**src/rtl/dadda_mac_8x8.sv**
```systemverilog
// dadda_mac_8x8: streaming multiply-accumulate stage.
// Unsigned 8x8 operand pairs enter over valid/ready. They are registered (S1),
// multiplied combinationally, and the exact 16-bit product is registered (S2).
// LEN consecutive products are summed modulo 2^ACC_W, with a sticky carry flag.
// Each finished sum is presented on a valid/ready output port.

module dadda_16x16_uncompressed (
    input  logic [7:0]  a,
    input  logic [7:0]  b,
    output logic [15:0] p
);

    // Sum the eight shifted partial-product rows into the exact 16-bit product.
    always_comb begin
        p = 16'd0;
        for (int i = 0; i < 8; i++) begin
            if (b[i]) begin
                p = p + ({8'd0, a} << i);
            end else begin
                p = p + 16'd0;
            end
        end
    end

endmodule

module dadda_mac_8x8 #(
    parameter int LEN   = 4,
    parameter int ACC_W = 24
) (
    input  logic             clk,
    input  logic             rst_n,
    input  logic             in_valid,
    output logic             in_ready,
    input  logic [7:0]       in_a,
    input  logic [7:0]       in_b,
    output logic             out_valid,
    input  logic             out_ready,
    output logic [ACC_W-1:0] out_data,
    output logic             out_ovf
);

    typedef enum logic [1:0] {
        IDLE  = 2'd0,
        ACCUM = 2'd1,
        DRAIN = 2'd2,
        HOLD  = 2'd3
    } state_t;

    localparam logic [7:0] LEN_M1 = 8'(LEN - 1);

    state_t           state;
    logic [7:0]       cnt;

    // S1 stage
    logic [7:0]       a_q;
    logic [7:0]       b_q;
    logic             v1;
    logic             l1;

    // S2 stage
    logic [15:0]      p_q;
    logic             v2;
    logic             l2;

    // Accumulator
    logic [ACC_W-1:0] acc;
    logic             ovf_acc;

    logic             accept_s;
    logic             last_pair_s;
    logic [15:0]      prod_s;
    logic [ACC_W:0]   p_ext_s;
    logic [ACC_W:0]   sum_s;

    dadda_16x16_uncompressed u_mult (
        .a (a_q),
        .b (b_q),
        .p (prod_s)
    );

    // Handshake decode and the running sum including the product now in S2.
    always_comb begin
        accept_s    = in_valid & in_ready;
        last_pair_s = (cnt == LEN_M1);
        p_ext_s     = {(ACC_W + 1){1'b0}};
        p_ext_s[15:0] = p_q;
        sum_s       = {1'b0, acc} + p_ext_s;
    end

    // Accept counter plus the S1 and S2 pipeline registers.
    always_ff @(posedge clk) begin
        if (!rst_n) begin
            cnt <= 8'd0;
            a_q <= 8'd0;
            b_q <= 8'd0;
            v1  <= 1'b0;
            l1  <= 1'b0;
            p_q <= 16'd0;
            v2  <= 1'b0;
            l2  <= 1'b0;
        end else begin
            if (accept_s) begin
                a_q <= in_a;
                b_q <= in_b;
                if (last_pair_s) begin
                    cnt <= 8'd0;
                end else begin
                    cnt <= cnt + 8'd1;
                end
            end else begin
                a_q <= a_q;
                b_q <= b_q;
                cnt <= cnt;
            end
            v1  <= accept_s;
            l1  <= accept_s & last_pair_s;
            p_q <= prod_s;
            v2  <= v1;
            l2  <= l1;
        end
    end

    // Accumulate each valid product; clear on the product that closes a group.
    always_ff @(posedge clk) begin
        if (!rst_n) begin
            acc     <= {ACC_W{1'b0}};
            ovf_acc <= 1'b0;
        end else if (v2) begin
            if (l2) begin
                acc     <= {ACC_W{1'b0}};
                ovf_acc <= 1'b0;
            end else begin
                acc     <= sum_s[ACC_W-1:0];
                ovf_acc <= ovf_acc | sum_s[ACC_W];
            end
        end else begin
            acc     <= acc;
            ovf_acc <= ovf_acc;
        end
    end

    // Control FSM driving the registered handshake outputs and the result.
    always_ff @(posedge clk) begin
        if (!rst_n) begin
            state     <= IDLE;
            in_ready  <= 1'b0;
            out_valid <= 1'b0;
            out_data  <= {ACC_W{1'b0}};
            out_ovf   <= 1'b0;
        end else begin
            case (state)
                IDLE: begin
                    state    <= ACCUM;
                    in_ready <= 1'b1;
                end
                ACCUM: begin
                    if (accept_s && last_pair_s) begin
                        state    <= DRAIN;
                        in_ready <= 1'b0;
                    end else begin
                        state    <= ACCUM;
                        in_ready <= 1'b1;
                    end
                end
                DRAIN: begin
                    if (v2 && l2) begin
                        state     <= HOLD;
                        out_valid <= 1'b1;
                        out_data  <= sum_s[ACC_W-1:0];
                        out_ovf   <= ovf_acc | sum_s[ACC_W];
                    end else begin
                        state     <= DRAIN;
                    end
                end
                HOLD: begin
                    if (out_ready) begin
                        state     <= ACCUM;
                        out_valid <= 1'b0;
                        in_ready  <= 1'b1;
                    end else begin
                        state     <= HOLD;
                    end
                end
                default: begin
                    state     <= IDLE;
                    in_ready  <= 1'b0;
                    out_valid <= 1'b0;
                end
            endcase
        end
    end

endmodule

```
**config.mk**
```make
export PLATFORM = sky130hd
export DESIGN_NAME = dadda_mac_8x8
export DESIGN_NICKNAME = d
export VERILOG_FILES = /design/src/rtl/dadda_mac_8x8.sv
export SDC_FILE = /design/constraint.sdc
export NUM_CORES = 1
export LEC_CHECK = 0
export BUFFER_PORTS_ARGS = -buffer_cell sky130_fd_sc_hd__buf_2
export CORE_UTILIZATION = 35
export CTS_CLUSTER_DIAMETER = 60
export DETAILED_ROUTE_END_ITERATION = 6
export HOLD_SLACK_MARGIN = 0.05
export PLACE_DENSITY_LB_ADDON = 0.1
export SETUP_SLACK_MARGIN = 0.1
export SYNTH_ARGS = -nofsm -noshare
export SYNTH_HDL_FRONTEND = slang
export SYNTH_HIERARCHICAL = 1
export SYNTH_SLANG_ARGS = --single-unit
```
**constraint.sdc**
```tcl
create_clock -name clk -period 11.7 [get_ports clk]
set_input_delay 2.34 -clock clk [delete_from_list [all_inputs] [get_ports clk]]
set_output_delay 2.34 -clock clk [all_outputs]
set_load 0.03 [all_outputs]
```
* Yosys cells after proc, flatten, opt, wreduce, memory -nomap -nowiden
Index checks and enable logic that the tools add are counted.
** Word-level totals
- Flip-flop bits (word level) :: 98
- Input port bits :: 20
- Output and inout port bits :: 27
- Word-level logic and storage cells :: 62
** Cells by class
- Add/sub/neg operators :: 9
- Equal/unequal tests :: 6
- Muxes and demuxes :: 21
- Bitwise logic cells :: 3
- Reduce and logical (&&, ||, !) cells :: 8
** Operators with widths (count)
- $mux 16 :: 7
- $add 24x16->25 :: 1
- $mux 24 :: 1
- $add 16x10->16 :: 1
- $add 16x11->16 :: 1
- $add 16x12->16 :: 1
- $add 16x13->16 :: 1
- $add 16x14->16 :: 1
- $add 16x15->16 :: 1
- $add 16x9->16 :: 1
- $mux 8 :: 2
- $add 8x1->8 const B :: 1
- $eq 8x2->1 const B :: 1
- $pmux 2 s4 :: 1
- $mux 1 :: 6
- $eq 2x2->1 const B :: 2
- $mux 2 :: 2
- $ne 2x2->1 const B :: 2
- $reduce_and 2->1 :: 2
- $pmux 1 s3 :: 1
- $reduce_and 3->1 :: 1
- $reduce_bool 3->1 :: 1
- $and 1x1->1 :: 2
- $eq 2x1->1 const B :: 1
- other kinds (5) :: 6

* Longest topological paths before layout
- Depth in word-level cells :: 15
- Mapped depth :: 50
- Gate-level depth less buffers :: 49

* By module
Netlist, hierarchy kept.
** Modules (own cells, without submodules)
- dadda_mac_8x8 :: instances 1, cells each 558, area an instance 4773.3 µm², seq. area each 1961.9 µm²
- dadda_16x16_uncompressed :: instances 1, cells each 445, area an instance 3200.6 µm², seq. area each 0.0 µm²

* Least setup slack after synthesis
Ideal clock, no wire load.
- Kind :: reg-to-reg
- Start point :: register a_q[1]
- End point :: register p_q[14]
- Setup time :: 0.115 ns
- Data arrival time :: 8.260 ns
- Data required time :: 11.585 ns
- Slack :: 3.325 ns
- Stages on the path, launching flop included :: 46
- Path buffers :: 0
- Period minus slack after synthesis :: 8.375 ns
- Path through :: dfxtp_1 -> nand2_1 -> inv_1 -> ha_1 -> ha_1 -> and3_1 -> a2111o_1 -> and4b_4 -> a211o_1 -> ha_1 -> and2_1 -> a31oi_1 -> o21ai_0 -> o21ai_0 -> o31ai_4 -> inv_1 -> ha_1 -> o21a_1 -> [... 10 more ...] -> ha_1 -> a21o_1 -> or3_1 -> nand3_1 -> a21bo_2 -> ha_1 -> a21o_1 -> o21ai_0 -> nand2b_1 -> a21oi_1 -> nor2_1 -> ha_1 -> inv_1 -> nor4_1 -> a31oi_1 -> o41a_1 -> o211ai_1 -> and2_1
** Between the ends
- Longest elaborated chain between the ends :: 15
** RTL lines
- start: declaration :: RTL line 56 : logic [7:0] a_q;
- start signal: assignment :: RTL line 104 : a_q <= in_a;
- start signal: assignment :: RTL line 112 : a_q <= a_q;
- $mux 8 :: RTL line 17 : if (b[i]) begin
- $add 16x9->16 :: RTL line 18 : p = p + ({8'd0, a} << i);
- $mux 16 :: RTL line 17
- $add 16x10->16 :: RTL line 18
- $mux 16 :: RTL line 17
- $add 16x11->16 :: RTL line 18
- $mux 16 :: RTL line 17
- $add 16x12->16 :: RTL line 18
- $mux 16 :: RTL line 17
- $add 16x13->16 :: RTL line 18
- $mux 16 :: RTL line 17
- $add 16x14->16 :: RTL line 18
- $mux 16 :: RTL line 17
- $add 16x15->16 :: RTL line 18
- $mux 16 (*) :: RTL line 17
- via prod_s[14] :: RTL line 72 : logic [15:0] prod_s;
- end signal: assignment :: RTL line 118 : p_q <= prod_s;
- end: declaration :: RTL line 62 : logic [15:0] p_q;
Mark *: on every way through the listed nets, which the timed path passes. The rest lies on a longest branch.
A chain may end at the register's enable or synchronous reset.

* Worst setup path in the final report
- Start point :: register a_q[2]
- End point :: register p_q[14]
The elaborated chain is that of the path after synthesis.

==> summary.txt <==
Worst-Skew Late Latency - 0.36 ns
Area of the die - 23400 um2
Min Clock Period, post-route - 9.79 ns
H-tree levels - 3
Clock tree from TritonCTS - yes
1st-iter DRT viols - 411
Initial Utilization - 36.1%
Post-DRT Antenna Nets - 0
Pin slew with the least headroom to its limit - 1.12 ns
Worst Reg-to-Reg Cells - 45
Flip-flop and latch count after synthesis - 98
Data required time at the worst endpoint - 12.00 ns
Min-Delay Path Depth - 1
Resized cells post-CTS - 0
Pwr per Cell Area - 92.8 nW/um2
Crit share post-route - 83.7%
Antenna violations before repair - 0
Total global-route track usage - 19.7%
Ys async rst share - 0%
Root buf cell - sky130_fd_sc_hd__clkbuf_16
Max capacitance violation total - 0
Maximum single-stage delay on the critical path - 0.81 ns
Xor/xnor cell area share of the yosys netlist - 4.72%
Pin count of the biggest net entering global routing - 63
Setup violators final - 0
Antenna diode count - 0
Unrepaired setup endpoints after global routing - no
Core outline area - 22100 um2
Cell Rows - 54
Fraction of synthesized area in multiplexers - 2.42%
Count of cell types in the netlist - 92
Post-detail-place hpwl - 16.4 mm
WL per Instance - 17.2 um
Global placement routability congestion - 0.851
Most common flop cell mapped by yosys - sky130_fd_sc_hd__dfxtp_1
Result of the run - finished, final reports clean
Total Routed Length - 22.5 mm
Global-route wire length before repair - 37.1 mm
Most Frequent Cell on Critical Path - sky130_fd_sc_hd__ha_1
Number of vias per cell after detailed routing - 5.51
Combinational family with the most area after synthesis - compound AO/OA/AOI/OAI gates
Share of the synthesized area in compound gates (AO/OA/AOI/OAI) - 28.0%
Total congestion overflow after global routing - 0
Die outline width - 153 um
Slowest-stage cell, CP - sky130_fd_sc_hd__dfxtp_1
Post-synthesis instance area - 7970 um2
Final net count - 1124
Number of sinks driven by the clock tree - 98
Post-route total power - 805 uW
Leakage component of the power - 0.00375 uW
Die height - 153 um
DRC violations left - 0
Critical Path Source Type - flop
Synthesized area per cell - 7.95 um2
Total CTS buffers - 9
Via count of the first global-routing pass - 6875
Pins Over Slew Limit - 0
Worst Path Arrival - 10.09 ns
Number of enable flip-flop cells after synthesis - 0
Clock-pin slew on the worst setup and hold paths - 0.08 ns
Fmax - 102 MHz
Total via count after detailed routing - 7197
Top-level I/O count - 47
Setup tns final - 0 ns
Synthesized Nets - 1105
Clock buffer depth - 2
Fraction of the yosys area taken by sequential cells - 24.6%
Final hold violation count - 0
Arithmetic-cell share of the synthesized area counting full adders, half adders and majority gates - 13.5%
Number of buffer cells added on primary ports - 46
Critical path type - reg -> reg
Worst supply voltage drop on vdd - 0.0000685 V
Post-synthesis to final-layout area growth - 8.87%
Max transition margin - 25.2%
Worst hold path type - reg -> reg
TritonRoute pass-1 iters - 5
Critical path peak fanout - 18
Synth warn - 6
Post-CTS Hold Buffers - 0
Synth Instances - 1003
Ratio of cells with drive above 1 in the final layout - 11.6%
Endpoint class of the critical path - flop
Fraction of the mapped netlist area in simple logic gates - 20.9%
Worst Clk Skew - 0.0136 ns
Number of buffers inserted to repair setup after CTS - 0
==> power by group <==
group | total [uW] | switching, uW | internal (uW)
registers | 355 | 14.4 | 340
clock network | 342 | 150 | 192
logic | 109 | 65.3 | 43.2
total | 805 | 230 | 575
==> flip-flops by register name (all words and copies together), names as in the netlist <==
| name | cells |
|---|---|
| acc | 24 |
| v2 | 1 |
| state | 2 |
| out_ovf | 1 |
| cnt | 8 |
| in_ready | 1 |
| l2 | 1 |
| out_valid | 1 |
| a_q | 8 |
| p_q | 16 |
| ovf_acc | 1 |
| b_q | 8 |
| out_data | 24 |
| v1 | 1 |
| l1 | 1 |
==> per-stage QoR <==
| stage | instance area (um2) | hold WS (ns) | cells | util (%) | worst slack, ns |
|---|---|---|---|---|---|
| global route | 8680 | 0.454 | 1307 | 39.3 | 1.02 |
| CTS | 8680 | 0.435 | 1307 | 39.3 | 1.87 |
| finish | 8680 | 0.433 | 1307 | 39.3 | 1.91 |
| floorplan | 7970 | 0.412 | 1003 | - | 3.33 |
| detailed placement | 8350 | 0.418 | 1291 | 37.8 | 1.88 |
| global placement | 8350 | 0.416 | 1291 | 37.8 | 2.07 |
==> per-layer routing <==
| metal | global-route usage [%] | part of all wire (%) | vias up |
|---|---|---|---|
| met2 | 32.0 | 44 | 111 |
| met3 | 2.78 | 2.8 | 15 |
| met5 | 0 | 0 | - |
| met4 | 4.62 | 1.2 | 0 |
| li1 | - | - | 3707 |
| met1 | 27.4 | 52 | 3364 |
==> layout by cell type (no fill, tap or decap), types with 20 or more instances in the layout <==
master	synthesis	routed
sky130_fd_sc_hd__nand2_1	126	126
sky130_fd_sc_hd__dfxtp_1	98	98
sky130_fd_sc_hd__a21oi_1	92	92
sky130_fd_sc_hd__ha_1	75	75
sky130_fd_sc_hd__nor2_1	68	68
sky130_fd_sc_hd__buf_2	3	46
sky130_fd_sc_hd__inv_1	46	45
sky130_fd_sc_hd__o21ai_0	44	44
sky130_fd_sc_hd__nand3_1	39	39
sky130_fd_sc_hd__xnor2_1	25	25
sky130_fd_sc_hd__and2_1	23	23
sky130_fd_sc_hd__a21o_1	20	20
==> critical path: cells and delay by family (launching register included) <==
| kind | cells | cell delay, ns |
|---|---|---|
| mux | 1 | 0.32 |
| simple gates | 9 | 1.65 |
| buf+inv | 3 | 0.26 |
| compound gates | 20 | 3.78 |
| fa+ha+maj | 7 | 2.03 |
| xor+xnor | 5 | 0.85 |
| flops | 1 | 0.81 |
==> final cells by class <==
type	instances	area, um2
clock inverter	7	105
inverter	53	199
multi-input combinational	806	5550
sequential	98	1960
clock buffer	9	225
timing repair buffer	54	290
fill	2352	13400
tap	280	350
==> logic make-up after synthesis <==
kind of cell / Yosys count
AO/OA/AOI/OAI: 315
adder cells (fa/ha/maj): 82
flip-flops: 98
multiplexers: 18
AND/OR/NAND/NOR: 348
buffers and inverters: 99
XOR/XNOR: 43
==> Yosys cell counts, drive strengths merged, types with 9 or more instances <==
library cell    n  area share [%]
xor2           18             2.0
a21o           20             1.9
dfxtp          98              25
mux2           10             1.4
a21oi          95             6.1
o21ai          52             3.4
inv            48             2.3
xnor2          25             2.7
ha             75              12
nand4          12            0.94
buf            16             1.3
o31ai           9             1.2
and2           25             2.0
o21a           13             1.2
nand2         127             6.0
a31oi          14             1.1
o211ai         13             1.3
o311ai          9             1.2
a211oi         11             1.2
nand3          39             2.4
nor3           17             1.1
and3            9            0.72
clkbuf         30             2.0
nor2           68             3.2
==> path summary, 6_finish.rpt <==
| check | startpoint | endpoint | slack [ns] |
|---|---|---|---|
| max | a_q[2] | p_q[14] | 1.91 |
| min | v1 | v2 | 0.43 |
| min reg2reg | v1 | v2 | 0.43 |
| max reg2reg | a_q[2] | p_q[14] | 1.91 |
Power figures use the tool's default switching activity.
